`config.mk`:
```
export PLATFORM = sky130hd
export DESIGN_NAME = intdump_ctrl
export DESIGN_NICKNAME = d
export VERILOG_FILES = /design/src/rtl/intdump_pkg.sv /design/src/rtl/intdump_acc.sv /design/src/rtl/intdump_ctrl.sv
export SDC_FILE = /design/constraint.sdc
export NUM_CORES = 1
export LEC_CHECK = 0
export BUFFER_PORTS_ARGS = -buffer_cell sky130_fd_sc_hd__buf_2
export CAP_MARGIN = 20
export CORE_MARGIN = 5
export CORE_UTILIZATION = 30
export DETAILED_ROUTE_END_ITERATION = 10
export SYNTH_ARGS = -nofsm -noshare
export SYNTH_HDL_FRONTEND = slang
export SYNTH_SLANG_ARGS = --single-unit
```
`constraint.sdc`:
```
create_clock -name clk -period 7.8 [get_ports clk]
set_clock_uncertainty 0.1 [all_clocks]
set_input_delay 0.78 -clock clk [delete_from_list [all_inputs] [get_ports clk]]
set_output_delay 0.78 -clock clk [all_outputs]
set_load 0.05 [all_outputs]
```
`src/rtl/intdump_pkg.sv`:
```
// Shared definitions for the integrate-and-dump controller: FSM encoding,
// accumulator width derivation and saturation limits.
package intdump_pkg;

   typedef enum logic [1:0] {
      IDLE  = 2'd0,
      RUN   = 2'd1,
      FLUSH = 2'd2
   } state_t;

   function automatic int acc_width(input int w, input int gw);
      return w + gw;
   endfunction

   function automatic logic signed [63:0] sat_max(input int aw);
      return (64'sd1 <<< (aw - 1)) - 64'sd1;
   endfunction

   function automatic logic signed [63:0] sat_min(input int aw);
      return -(64'sd1 <<< (aw - 1));
   endfunction

endpackage

```
`src/rtl/intdump_acc.sv`:
```
// Accumulate/clear datapath. With INTDUMP_SAT_EN defined the add saturates
// and flags sat_hit; otherwise it wraps two's-complement.
module intdump_acc
   import intdump_pkg::*;
#(
   parameter int W  = 10,
   parameter int GW = 4,
   localparam int AW = acc_width(W, GW)
) (
   input  logic                 clk,
   input  logic                 rstn,
   input  logic                 add_en,
   input  logic                 clr,
   input  logic signed [W-1:0]  din,
   output logic signed [AW-1:0] sum_next,
   output logic                 sat_hit
);

   logic signed [AW-1:0] acc_q;
   logic signed [AW:0]   wide;

   // One extra bit exposes overflow as a disagreement of the top two bits.
   assign wide = {acc_q[AW-1], acc_q} + (AW+1)'(din);

`ifdef INTDUMP_SAT_EN
   localparam logic signed [AW-1:0] SMAX = AW'(sat_max(AW));
   localparam logic signed [AW-1:0] SMIN = AW'(sat_min(AW));

   always_comb begin
      sat_hit  = 1'b0;
      sum_next = wide[AW-1:0];
      if (wide[AW] != wide[AW-1]) begin
         sat_hit  = 1'b1;
         sum_next = wide[AW] ? SMIN : SMAX;
      end
   end
`else
   assign sum_next = wide[AW-1:0];
   assign sat_hit  = 1'b0;
`endif

   always_ff @(posedge clk or negedge rstn) begin
      if (!rstn)       acc_q <= '0;
      else if (clr)    acc_q <= '0;
      else if (add_en) acc_q <= sum_next;
   end

endmodule

```
`src/rtl/intdump_ctrl.sv`:
```
// Integrate-and-dump controller: frame counting, dump, back-pressure, abort.
// Optional saturation and sticky ovf are enabled by INTDUMP_SAT_EN.
module intdump_ctrl
   import intdump_pkg::*;
#(
   parameter int W  = 10,
   parameter int GW = 4,
   parameter int LW = 8,
   localparam int AW = acc_width(W, GW)
) (
   input  logic                 clk,
   input  logic                 rstn,
   input  logic                 en,
   input  logic [LW-1:0]        len,
   input  logic                 din_vld,
   input  logic signed [W-1:0]  din,
   output logic                 din_rdy,
   output logic                 dout_vld,
   output logic signed [AW-1:0] dout,
   input  logic                 dout_rdy,
   output logic                 busy,
   output logic                 ovf
);

   // Valid/ready: a transfer happens on a rising clk edge when both valid and
   // ready are high; ready may depend on valid-independent state only.
   state_t               state_q, state_d;
   logic [LW-1:0]        cnt_q, cnt_d;
   logic [LW-1:0]        len_q, len_d;
   logic signed [AW-1:0] dout_q;
   logic                 dout_vld_q;
   logic                 add_en, clr, dump;
   logic signed [AW-1:0] sum_next;
   logic                 sat_hit;
   logic [LW-1:0]        len_eff;
   logic                 last, out_blocked, out_xfer;

   assign len_eff     = (len == '0) ? LW'(1) : len;
   assign last        = (cnt_q == len_q - LW'(1));
   assign out_blocked = dout_vld_q & ~dout_rdy;
   assign out_xfer    = dout_vld_q & dout_rdy;

   intdump_acc #(.W(W), .GW(GW)) u_acc (
      .clk      (clk),
      .rstn     (rstn),
      .add_en   (add_en),
      .clr      (clr),
      .din      (din),
      .sum_next (sum_next),
      .sat_hit  (sat_hit)
   );

   always_comb begin
      state_d = state_q;
      cnt_d   = cnt_q;
      len_d   = len_q;
      add_en  = 1'b0;
      clr     = 1'b0;
      dump    = 1'b0;
      din_rdy = 1'b0;
      case (state_q)
         IDLE: begin
            clr = 1'b1;
            if (en) begin
               state_d = RUN;
               len_d   = len_eff;
            end
         end
         RUN: begin
            if (!en) begin
               clr     = 1'b1;
               cnt_d   = '0;
               state_d = out_blocked ? FLUSH : IDLE;
            end else begin
               // Closing a frame needs a free (or draining) output register.
               din_rdy = !(last && out_blocked);
               if (din_vld && din_rdy) begin
                  if (last) begin
                     dump  = 1'b1;
                     clr   = 1'b1;
                     cnt_d = '0;
                     len_d = len_eff;
                  end else begin
                     add_en = 1'b1;
                     cnt_d  = cnt_q + LW'(1);
                  end
               end
            end
         end
         FLUSH: begin
            clr = 1'b1;
            if (out_xfer) state_d = IDLE;
         end
         default: state_d = IDLE;
      endcase
   end

   always_ff @(posedge clk or negedge rstn) begin
      if (!rstn) begin
         state_q    <= IDLE;
         cnt_q      <= '0;
         len_q      <= LW'(1);
         dout_q     <= '0;
         dout_vld_q <= 1'b0;
      end else begin
         state_q <= state_d;
         cnt_q   <= cnt_d;
         len_q   <= len_d;
         if (dump) begin
            dout_q     <= sum_next;
            dout_vld_q <= 1'b1;
         end else if (out_xfer) begin
            dout_vld_q <= 1'b0;
         end
      end
   end

`ifdef INTDUMP_SAT_EN
   logic en_q, ovf_q;

   always_ff @(posedge clk or negedge rstn) begin
      if (!rstn) begin
         en_q  <= 1'b0;
         ovf_q <= 1'b0;
      end else begin
         en_q  <= en;
         ovf_q <= (ovf_q && !(en && !en_q)) || (sat_hit && (add_en || dump));
      end
   end

   assign ovf = ovf_q;
`else
   // sat_hit is constant 0 when saturation is compiled out.
   assign ovf = sat_hit;
`endif

   assign dout_vld = dout_vld_q;
   assign dout     = dout_q;
   assign busy     = (cnt_q != '0);

endmodule

```
Word level (Yosys, flattened, before mapping)
Index checks and enable logic that the tools add are counted.

word-level totals
  register bits after elaboration = 47
  input port bits = 23
  output and inout port bits = 18
  logic and storage cells = 65

operators by class
  add/subtract/negate cells = 3
  equality and inequality tests = 10
  muxes and demuxes = 30
  bitwise gates (word level) = 3
  reductions and logical operators = 13

operator list
  cell                                                    count
  two-way mux 8 bit                                       8
  two-way mux 14 bit                                      2
  case mux 8 bit (2 select lines)                         1
  adder 14 x 10 -> 14 bit                                 1
  two-way mux 1 bit                                       13
  inequality test 2 bit (second input constant)           6
  adder 8 x 1 -> 8 bit (second input constant)            1
  == test 8 bit                                           1
  zero test 8 bit                                         1
  two-way mux 2 bit                                       4
  nonzero test 8 bit                                      1
  subtractor 8 x 1 -> 8 bit (second input constant)       1
  case mux 2 bit (3 select lines)                         1
  nonzero test 2 bit                                      3
  AND reduction 5 bit                                     1
  AND reduction 3 bit                                     1
  bitwise AND 1 bit                                       2
  == test 2 x 1 -> 1 bit (second input constant)          1
  == test 2 bit (second input constant)                   1
  logical AND 1 bit                                       2
  zero test 2 bit                                         1
  inequality test 2 x 1 -> 1 bit (second input constant)  1
  case mux 1 bit (2 select lines)                         1
  AND reduction 2 bit                                     1
  other kinds (3)                                         3

Logic depth before layout (Yosys ltp)
  word-level depth = 10
  depth in mapped cells = 10
  depth with buffers taken out = 10

Cells and area by module
A second synthesis with hierarchy kept.

second synthesis, totals
  cell total of the unflattened synthesis = 282
  area total of the unflattened synthesis = 2989.1 um^2

modules (own cells, without submodules)
  module        instances  cells each  area each (um^2)
  intdump_ctrl  1          156         1771.7
  intdump_acc   1          126         1217.4

Worst setup path after synthesis
Ideal clock, no wire load.

  path type = reg2out
  from = reg len_q[0]
  to = out din_rdy
  data arrival time = 2827 ps
  data required time = 6920 ps
  setup slack = 4093 ps
  stages on the path, launching flop included = 8
  buffers on the path = 1
  cell sequence = dfstp_2 inv_1 ha_1 a21boi_0 o31ai_2 nor4_4 clkbuf_1 a21boi_0

between the ends
  cells in the longest elaborated chain, start to end = 6

RTL lines
  what                       line                 text
  start, declared            intdump_ctrl.sv:29   logic [LW-1:0] len_q, len_d;
  start signal, assigned     intdump_ctrl.sv:108  len_q <= len_d;
  subtractor 8 x 1 -> 8 bit  intdump_ctrl.sv:39   assign last = (cnt_q == len_q - LW'(1));
  == test 8 bit              intdump_ctrl.sv:39
  logical AND 1 bit          intdump_ctrl.sv:76   din_rdy = !(last && out_blocked);
  zero test 1 bit            intdump_ctrl.sv:76
  two-way mux 1 bit          intdump_ctrl.sv:70   if (!en) begin
  two-way mux 1 bit          intdump_ctrl.sv:61   case (state_q)
  end, declared              intdump_ctrl.sv:17   output logic din_rdy,

No other way between the ends.

Worst setup path after layout
Same ends and word-level chain as after synthesis.

==> results.txt <==
----------------------------------------------------
[Run]
  Max Cap Violations ... 0

[Clock tree]
  CTS tree ... built
  Worst-Skew Late Latency ... 290 ps
  Maximum clock path buffer count ... 2
  Number of sinks on the clock net ... 47
  Setup fix buffers added after clock tree synthesis ... 0
  Hold buffer count at cts ... 0
  Post-cts gate resize count ... 0
  Post-CTS clock slew at the launch and capture registers of the worst setup and hold paths ... 90 ps
  CTS Buf Count ... 5
  H-Tree Depth ... 2
  CTS Root Buffer Type ... clkbuf_8

[Global routing]
  Via count of the first global-routing pass ... 2450
  Total global-route track usage ... 11.4%
  Overall overflow remaining after global route ... 0
  Maximum number of pins on one net before global-route repair ... 48
  First-pass GRT wire length ... 11800 um
  Initial antenna violation count ... 0

[Power and ir drop]
  VDD IR-drop max ... 0.0711 mV
  Sequential power share ... 48.1%
  Internal power of the cells ... 382 uW
  P_sw ... 198 uW
  Proportion of power drawn by combinational gates ... 27.0%
  Net Sw Frac ... 34.1%
  Power per unit of standard cell area ... 167 nW/um^2
  Power consumption ... 580 uW
  Reported leakage power ... 0.00165 uW
  Clock network fraction of total power ... 24.9%

[Floorplan]
  Row cnt ... 36
  Die Area ... 12300 sq um
  Io pins ... 41
  Initial cell density of the core ... 31.0%
  Width of the die ... 111 um
  Area of the placeable core ... 9860 sq um
  Die span in y ... 111 um

[Synthesis]
  Share of async-settable or async-resettable flops after synthesis ... 100%
  Commonest cells in the synthesized netlist ... 46 x dfrtp_1, 31 x nand2_1, 28 x o21ai_0
  Most area-consuming cells after synthesis ... dfrtp_1 38%, ha_1 6.5%, o21ai_0 4.6%
  Number of different library cells in the post-synthesis netlist ... 57
  Most frequent cell after synthesis ... dfrtp_1
  Post-synthesis instance area ... 3060 sq um
  Count of mapped cells out of synthesis ... 321
  Warnings from Yosys ... 0
  Sequential fraction of the synthesis area ... 38.5%
  Number of enable-type register cells in the synthesized netlist ... 0
  Number of synthesized register bits ... 47
  Top FF cell, synth ... dfrtp_1
  Area share of the largest cell type after synthesis ... 37.6%
  Synthesized area per cell ... 9.53 sq um
  Library cell occupying the most area in the post-synthesis netlist ... dfrtp_1
  Post-Synthesis Net Count ... 361

[Place]
  DP Wirelength ... 5190 um
  Final Wtd Congestion ... 0.828
  Post-Place Cell Area ... 3360 sq um
  Quantity of I/O buffers inserted on ports ... 39

[Detailed routing]
  Avg Vias per Cell ... 5.01
  1st-pass router iterations ... 4
  Wirelength per Cell ... 13.8 um
  Antenna Violating Nets Remaining ... 0
  Total routed wirelength ... 6790 um
  Vias ... 2464
  Iteration-0 DRC Markers ... 79
  DRC errors left ... 0

[STA]
  RSZ-0062 raised after global routing ... false
  Slew Limit Headroom ... 34.0%
  Post-Route Setup TNS ... 0 ps
  Worst Max-Slew Pin Slew ... 984 ps
  Final period utilization ... 42.6%
  Fmax ... 0.301 GHz
  Final number of max-transition violations ... 0
  Final hold violation count ... 0
  Final Critical Period ... 3320 ps
  Number of endpoints failing setup at the final stage ... 0
  Minimum hold slack ... 369 ps

[Status]
  Result of the run ... complete, no violations

[Setup path]
  Arrival @ worst endpoint ... 2440 ps
  Data required time at the worst endpoint ... 6920 ps
  Critical-path maximum fanout ... 7
  Sort of element at the end of the critical path ... output port
  Path type of the worst setup path ... reg2out
  Crit path launch type ... flip-flop

[Layout]
  Antenna diodes ... 0
  Signed area change from the synthesized netlist to the final layout ... 13.6%
  Net count of the finished layout ... 398
  Fraction of layout instances using a drive strength above 1 ... 18.7%
  Cell area after layout ... 3480 sq um

[Min path]
  Hold Crit Class ... in2async

----------------------------------------------------
-- cell usage in the layout, fill, tap and decap left out, drive strengths merged, types with 10 or more instances in the layout --
| cell | instances |
|---|---|
| mux2 | 11 |
| a21oi | 18 |
| xor2 | 13 |
| dfrtp | 46 |
| buf | 41 |
| ha | 16 |
| nor2 | 15 |
| nand2 | 31 |
| nand3 | 10 |
| inv | 14 |
| o21ai | 29 |
-- final timing paths --
kind                            depth (start not counted)  slack, ps      from       end
worst max-delay path                                    7       4480  len_q[0]   din_rdy
worst min-delay path                                    1        370      rstn   dout[3]
worst max register to register                          7       4670  len_q[0]  dout[12]
worst min register to register                          2        380   dout[7]   dout[7]
max in group asynchronous                               2       6690      rstn  len_q[3]
min in group clk                                        2        380   dout[7]   dout[7]
-- registers in the layout (all words and copies together) (netlist names) --
name         flops
cnt_q            8
dout            14
dout_vld         1
len_q            8
state_q          2
u_acc.acc_q     14
-- routing by layer --
metal	vias to the layer above	GRT usage [%]	routed length, um
met5	-	0	0
met4	0	3.53	98
met3	8	2.13	190
met2	44	18.3	3190
met1	1183	15.6	3310
li1	1229	-	-
-- final cells by class --
type	instances	area (sq um)
clock buffers	7	76.3
clock inverters	1	5.00
repair buffers	41	226
inverters	14	52.6
fillers	1015	6390
well taps	133	166
multi-input cells	249	1770
flip-flops and latches	47	1180
-- kinds of logic after synthesis --
kind of cell	share of synthesized area (%)
compound gates	17.8
xor+xnor	7.08
fa+ha+maj	7.20
buf+inv	3.60
flops	38.5
mux	6.54
other cells	0.123
simple gates	19.2
-- critical path, cell delays in order (launching register included) --
cell and delay (ps):
dfstp_2 570, inv_1 60, ha_1 300, xor2_1 180
o2111ai_2 200, nor4_4 440, a21boi_0 160, buf_2 240
-- power groups by stage --
stage,Sequential (uW),Combinational (uW),Clock (uW)
2_1_floorplan,303,95.5,0
3_3_place_gp,283,154,0
3_5_place_dp,284,156,0
4_1_cts,279,157,153
5_1_grt,282,173,162
6_report,279,157,144
-- through the flow --
stage	instances	utilization (%)	setup slack [ps]
floorplan	321	-	4090
global placement	482	34.1	4240
detailed placement	482	34.1	4220
CTS	490	34.9	3860
global route	492	35.2	4320
finish	492	35.2	4480
No activity file was read; power rests on OpenSTA's default activity.
